<file path="src/rtl/sigmoid_lut_arbiter.sv">
// Round-robin arbiter sharing one registered-read sigmoid LUT between NUM_REQ requesters,
// with a drain-then-load mode that lets the table be rewritten without disturbing reads.
module sigmoid_lut_arbiter #(
    parameter int NUM_REQ = 4,
    parameter int DATA_W  = 16,
    parameter int ADDR_W  = 10
) (
    input  logic                      clk_i,
    input  logic                      reset_ni,
    input  logic [NUM_REQ-1:0]        req_valid_i,
    input  logic [NUM_REQ*DATA_W-1:0] req_data_i,
    output logic [NUM_REQ-1:0]        req_ready_o,
    output logic [NUM_REQ-1:0]        rsp_valid_o,
    output logic [DATA_W-1:0]         rsp_data_o,
    input  logic                      load_req_i,
    output logic                      load_active_o,
    input  logic                      load_we_i,
    input  logic [ADDR_W-1:0]         load_addr_i,
    input  logic [DATA_W-1:0]         load_data_i,
    output logic                      lut_en_o,
    output logic                      lut_we_o,
    output logic                      lut_reset_o,
    output logic [ADDR_W-1:0]         lut_addr_o,
    output logic [DATA_W-1:0]         lut_di_o,
    input  logic [DATA_W-1:0]         lut_dout_i
);

    localparam int ID_W       = (NUM_REQ > 1) ? $clog2(NUM_REQ) : 1;
    localparam int IDX_SHIFT  = 2;
    localparam int HALF_RANGE = 2 ** (ADDR_W + IDX_SHIFT - 1);
    localparam logic signed [DATA_W:0] X_MIN = (DATA_W + 1)'(-HALF_RANGE);
    localparam logic signed [DATA_W:0] X_MAX = (DATA_W + 1)'(HALF_RANGE - 1);

    typedef enum logic [1:0] {
        ST_RUN,
        ST_DRAIN,
        ST_LOAD
    } state_e;

    state_e            state_q, state_d;
    logic [ID_W-1:0]   ptr_q, ptr_d;
    logic              s1_valid_q, s1_valid_d;
    logic [ADDR_W-1:0] s1_idx_q, s1_idx_d;
    logic [ID_W-1:0]   s1_id_q, s1_id_d;
    logic              s2_valid_q, s2_valid_d;
    logic [ID_W-1:0]   s2_id_q, s2_id_d;

    logic [DATA_W-1:0] req_data_a [NUM_REQ];
    logic              gnt_found;
    logic [ID_W-1:0]   gnt_id;
    logic [ID_W-1:0]   cand_id;
    logic [DATA_W-1:0] gnt_data;
    logic              accept;
    logic              lut_wr;

    // Q8.8 input clamped to [-8, +8) and quantised to 1/64 steps.
    function automatic logic [ADDR_W-1:0] sat_index(input logic [DATA_W-1:0] x);
        logic signed [DATA_W:0] xs;
        logic signed [DATA_W:0] biased;
        xs     = $signed({x[DATA_W-1], x});
        biased = xs - X_MIN;
        if (xs < X_MIN) begin
            sat_index = '0;
        end else if (xs > X_MAX) begin
            sat_index = '1;
        end else begin
            sat_index = ADDR_W'(biased >>> IDX_SHIFT);
        end
    endfunction

    always_comb begin
        for (int unsigned i = 0; i < NUM_REQ; i++) begin
            req_data_a[i] = req_data_i[i*DATA_W +: DATA_W];
        end
    end

    // First valid requester at or above the pointer, wrapping around.
    always_comb begin
        gnt_found = 1'b0;
        gnt_id    = '0;
        cand_id   = '0;
        for (int unsigned i = 0; i < NUM_REQ; i++) begin
            cand_id = ID_W'((32'(ptr_q) + i) % NUM_REQ);
            if (!gnt_found && req_valid_i[cand_id]) begin
                gnt_found = 1'b1;
                gnt_id    = cand_id;
            end
        end
    end

    assign gnt_data = req_data_a[gnt_id];
    assign accept   = (state_q == ST_RUN) && gnt_found;
    assign lut_wr   = (state_q == ST_LOAD) && load_we_i;

    always_comb begin
        state_d    = state_q;
        ptr_d      = ptr_q;
        s1_valid_d = accept;
        s1_idx_d   = s1_idx_q;
        s1_id_d    = s1_id_q;
        s2_valid_d = s1_valid_q;
        s2_id_d    = s1_id_q;

        if (accept) begin
            s1_idx_d = sat_index(gnt_data);
            s1_id_d  = gnt_id;
            ptr_d    = (gnt_id == ID_W'(NUM_REQ - 1)) ? '0 : gnt_id + ID_W'(1);
        end

        case (state_q)
            ST_RUN: begin
                if (load_req_i) begin
                    state_d = ST_DRAIN;
                end
            end
            ST_DRAIN: begin
                if (!s1_valid_q && !s2_valid_q) begin
                    state_d = ST_LOAD;
                end
            end
            ST_LOAD: begin
                if (!load_req_i) begin
                    state_d = ST_RUN;
                end
            end
            default: state_d = ST_RUN;
        endcase
    end

    always_ff @(posedge clk_i or negedge reset_ni) begin
        if (!reset_ni) begin
            state_q    <= ST_RUN;
            ptr_q      <= '0;
            s1_valid_q <= 1'b0;
            s1_idx_q   <= '0;
            s1_id_q    <= '0;
            s2_valid_q <= 1'b0;
            s2_id_q    <= '0;
        end else begin
            state_q    <= state_d;
            ptr_q      <= ptr_d;
            s1_valid_q <= s1_valid_d;
            s1_idx_q   <= s1_idx_d;
            s1_id_q    <= s1_id_d;
            s2_valid_q <= s2_valid_d;
            s2_id_q    <= s2_id_d;
        end
    end

    // Ready is gated by reset so a held request never sees a grant while reset is low.
    always_comb begin
        req_ready_o = '0;
        if (reset_ni && accept) begin
            req_ready_o = NUM_REQ'(1) << gnt_id;
        end
    end

    always_comb begin
        rsp_valid_o = '0;
        rsp_data_o  = '0;
        if (s2_valid_q) begin
            rsp_valid_o = NUM_REQ'(1) << s2_id_q;
            rsp_data_o  = lut_dout_i;
        end
    end

    // Reads and writes never overlap: LOAD is only entered after both stages are empty.
    always_comb begin
        lut_en_o   = s1_valid_q || lut_wr;
        lut_we_o   = lut_wr;
        lut_addr_o = '0;
        lut_di_o   = '0;
        if (lut_wr) begin
            lut_addr_o = load_addr_i;
            lut_di_o   = load_data_i;
        end else if (s1_valid_q) begin
            lut_addr_o = s1_idx_q;
        end
    end

    assign load_active_o = (state_q == ST_LOAD);
    assign lut_reset_o   = ~reset_ni;

endmodule

</file>
<file path="config.mk">
export PLATFORM = sky130hd
export DESIGN_NAME = sigmoid_lut_arbiter
export DESIGN_NICKNAME = d
export VERILOG_FILES = /design/src/rtl/sigmoid_lut_arbiter.sv
export SDC_FILE = /design/constraint.sdc
export NUM_CORES = 1
export LEC_CHECK = 0
export ABC_CLOCK_PERIOD_IN_PS = 2170
export BUFFER_PORTS_ARGS = -buffer_cell sky130_fd_sc_hd__buf_2
export CAP_MARGIN = 20
export CELL_PAD_IN_SITES_DETAIL_PLACEMENT = 1
export CELL_PAD_IN_SITES_GLOBAL_PLACEMENT = 1
export CORE_MARGIN = 2
export CORE_UTILIZATION = 23
export DETAILED_ROUTE_END_ITERATION = 10
export GPL_ROUTABILITY_DRIVEN = 0
export MAX_ROUTING_LAYER = met4
export PLACE_DENSITY_LB_ADDON = 0.1
export REMOVE_ABC_BUFFERS = 1
export SYNTH_ARGS = -nofsm -noshare
export SYNTH_HDL_FRONTEND = slang
export SYNTH_SLANG_ARGS = --single-unit
</file>
<file path="constraint.sdc">
create_clock -name clk_i -period 2.17 [get_ports clk_i]
set_clock_uncertainty 0.05 [all_clocks]
set_input_delay 0.217 -clock clk_i [delete_from_list [all_inputs] [get_ports clk_i]]
set_output_delay 0.217 -clock clk_i [all_outputs]
set_load 0.1 [all_outputs]
</file>
==> impl_metrics.yaml <==
layout:
  post-route-util_pct: 45.2
  antenna_cells_inserted: 0
  final_design_area_no_fill_um2: 3530
  drive_gt1_share_pct: 56.2
  final_cell_count_no_fill: 492
  areaGrowthSynthToFinish_pct: 88.8
  nNetsFinal: 509
  layout.cells.most_common: "buf_2"
  mostFrequentLayoutCells: "buf_2, nand2_1, buf_12"
  fillerInstances: 940
yosys:
  synth_flop_cell: "dfrtp_1"
  ys_ff_latch: 20
  synth.yosys.warnings: 0
  netlist.top_cell.by_area: "dfrtp_1"
  postSynthCellCount: 214
  synth_area_leaders: "dfrtp_1, mux2i_1, mux2_2, and3_1, nand2_1"
  synthesis.area_um2: 1870
  ys_seq_area_share_pct: 26.8
  synth_edf_count: 0
  synth.distinct_cells: 35
  syn_area_per_cell_um2: 8.73
  ys_async_sr_fraction_pct: 100
  synth_top_area_share_pct: 26.8
setup_path:
  reg2reg_setup_slack_ps: -150
  worstPathRequired_ps: 1900
  worst_setup_path_end_kind: "output port"
  worst-r2r-cell-count: 9
  r2r-start: "ptr_q[1]$_DFFE_PN0P_"
  startpoint: "ptr_q[1]$_DFFE_PN0P_"
  timing.setup.critical_path_class: "flip-flop to output port"
  timing.rr.end: "s1_idx_q[3]$_DFFE_PN0P_"
  cp_data_arrival_time_ps: 2070
  critPathLaunchType: "flip-flop"
  critical_path_peak_fanout: 8
floorplan:
  core_um2: 7810
  std_cell_rows: 32
  die_x_um: 94.1
  die_area_um2: 8860
  start_util_pct: 23.9
  die_height_um: 94.1
  io-pin-count: 168
routing:
  post-route-drc-count: 0
  via_count: 2234
  drt-pass1-iter-count: 4
  dr.first_iter.drc_count: 55
  wl_um: 7350
  avgViaCountPerCell: 4.54
  routedWlPerCell_um: 14.9
  final_antenna_net_count: 0
cts:
  tritoncts_clock_tree: "yes"
  number_of_h_tree_branching_levels: 1
  clock_insertion_delay_worst_skew_ps: 260
  root_buffer_cell: "clkbuf_8"
  cts_hold_buffers: 0
  tritoncts_num_sinks: 20
  clock_tree.buffer_depth: 2
  cts.reportedPaths.clkPinSlew_ps: 80
  total_clock_buffers_created_by_cts: 3
min_path:
  hold_path_class: "input port to async pin"
global_routing:
  grt_max_degree: 24
  global_route.overflow_total: 0
  via_count_of_the_first_global_routing_pass: 2329
  first_pass_grt_wire_length_um: 11700
  groute.usage.overall_pct: 17.0
  number_of_antenna_violations_at_the_first_check_in_global_routing: 0
timing:
  max_clock_freq_ghz: 0.427
  tightest_slew_ps: 508
  setup_viol: 13
  grt_setup_unrepaired: "true"
  post-route-min-period_ps: 2340
  timing.final.max_slew_violations: 0
  report.final.hold_viol_count: 0
  slew-limit-headroom_pct: 66.3
  post-route-worst-setup-slack_ps: -171
  finalCritPeriodShare_pct: 108
flow_run:
  cap_violations: 0
run_status:
  failed_checks: "negative setup slack"
  run_status: "finished with violations"
placed_design:
  port_buffers: 159
  dpl_cell_area_um2: 3380
  dpl.hpwl_um: 6190
  place_inst: 482
  placement.setup.worst_slack_ps: -160
pwr:
  power-per-cell-area_nw_per_um2: 1580
  design_power_total_w: 0.00558
  standby_leakage_power_nw: 1.82
  peakVddDrop_mv: 0.557
[flip-flops by register name, summed over array words and instances, names as in the netlist]
register	flops
ptr_q	2
s1_id_q	2
s1_idx_q	10
s1_valid_q	1
s2_id_q	2
s2_valid_q	1
state_q	2
[how the worst max path moves through the flow]
stage / endpoint / slack [ps] / depth (start not counted)
floorplan: lut_addr_o[0] / -2920 / 3
global placement: s1_idx_q[6]$_DFFE_PN0P_ / -110 / 9
detailed placement: s1_idx_q[3]$_DFFE_PN0P_ / -160 / 9
CTS: req_ready_o[2] / -160 / 9
global route: req_ready_o[2] / -270 / 9
finish: req_ready_o[2] / -170 / 9
[cell families after synthesis]
family | count (synthesis) | synth area share [%]
DFF | 20 | 26.8
AOI/OAI and AO/OA | 38 | 16.8
adders and majority gates | 4 | 2.68
muxes | 43 | 24.0
buffers and inverters | 22 | 5.83
and+or+nand+nor | 87 | 23.8
[worst max-delay path, stage by stage (launching register included)]
cell	delay, ps
dfrtp_2	440
buf_4	140
mux2i_1	130
o22ai_1	120
nor2_2	140
buf_4	210
inv_1	80
ha_1	190
and3_1	190
buf_12	170
[power breakdown]
part / leakage [nW] / total [W] / switching, W / internal [W]
Clock: 0.0357 / 0.000370 / 0.000124 / 0.000246
Combinational: 1.55 / 0.00444 / 0.00286 / 0.00158
Sequential: 0.236 / 0.000767 / 0.000197 / 0.000570
Total: 1.82 / 0.00558 / 0.00318 / 0.00240
[per-stage QoR]
| stage | TNS (ps) | hold slack [ps] |
|---|---|---|
| after floorplan | -59270 | -129 |
| after global placement | -970 | 305 |
| after detailed placement | -1390 | 312 |
| after CTS | -1750 | 27.7 |
| after global routing | -3090 | 46.4 |
| final | -1720 | 19.1 |
[metal layers]
layer  share of wire (%)  vias up  routed length [µm]  global-route usage, %
li1                    -     1119                   -                      -
met1                  41     1026                3030                   20.1
met2                  50       85                3700                   30.3
met3                 7.8        4                 571                   3.85
met4                0.65        0                  48                   1.81
met5                   0        -                   0                      -
[cells in the mapped netlist, drive strengths merged, types with 3 or more instances]
master,n
nand2,34
mux2i,28
and3,21
dfrtp,20
and2,17
mux2,15
o21ai,14
clkbuf,11
o221a,10
nor2,8
inv,6
a21oi,4
buf,4
ha,4
a211oi,3
[layout make-up]
class                   instances  area [µm²]  share of cell area [%]
repair buffers                187        1520                    43.2
flip-flops and latches         20         502                    14.2
clock inverters                 1        30.0                   0.851
clock buffers                   3        41.3                    1.17
multi-input cells             172        1280                    36.2
well taps                     102         128                    3.62
inverters                       7        26.3                   0.745
[what timing repair did]
action                     CTS  global route
setup endpoints to repair   13            13
pin swaps                    1             0
resized for setup            7             2
setup buffers                5             1
Power figures use the tool's default switching activity.
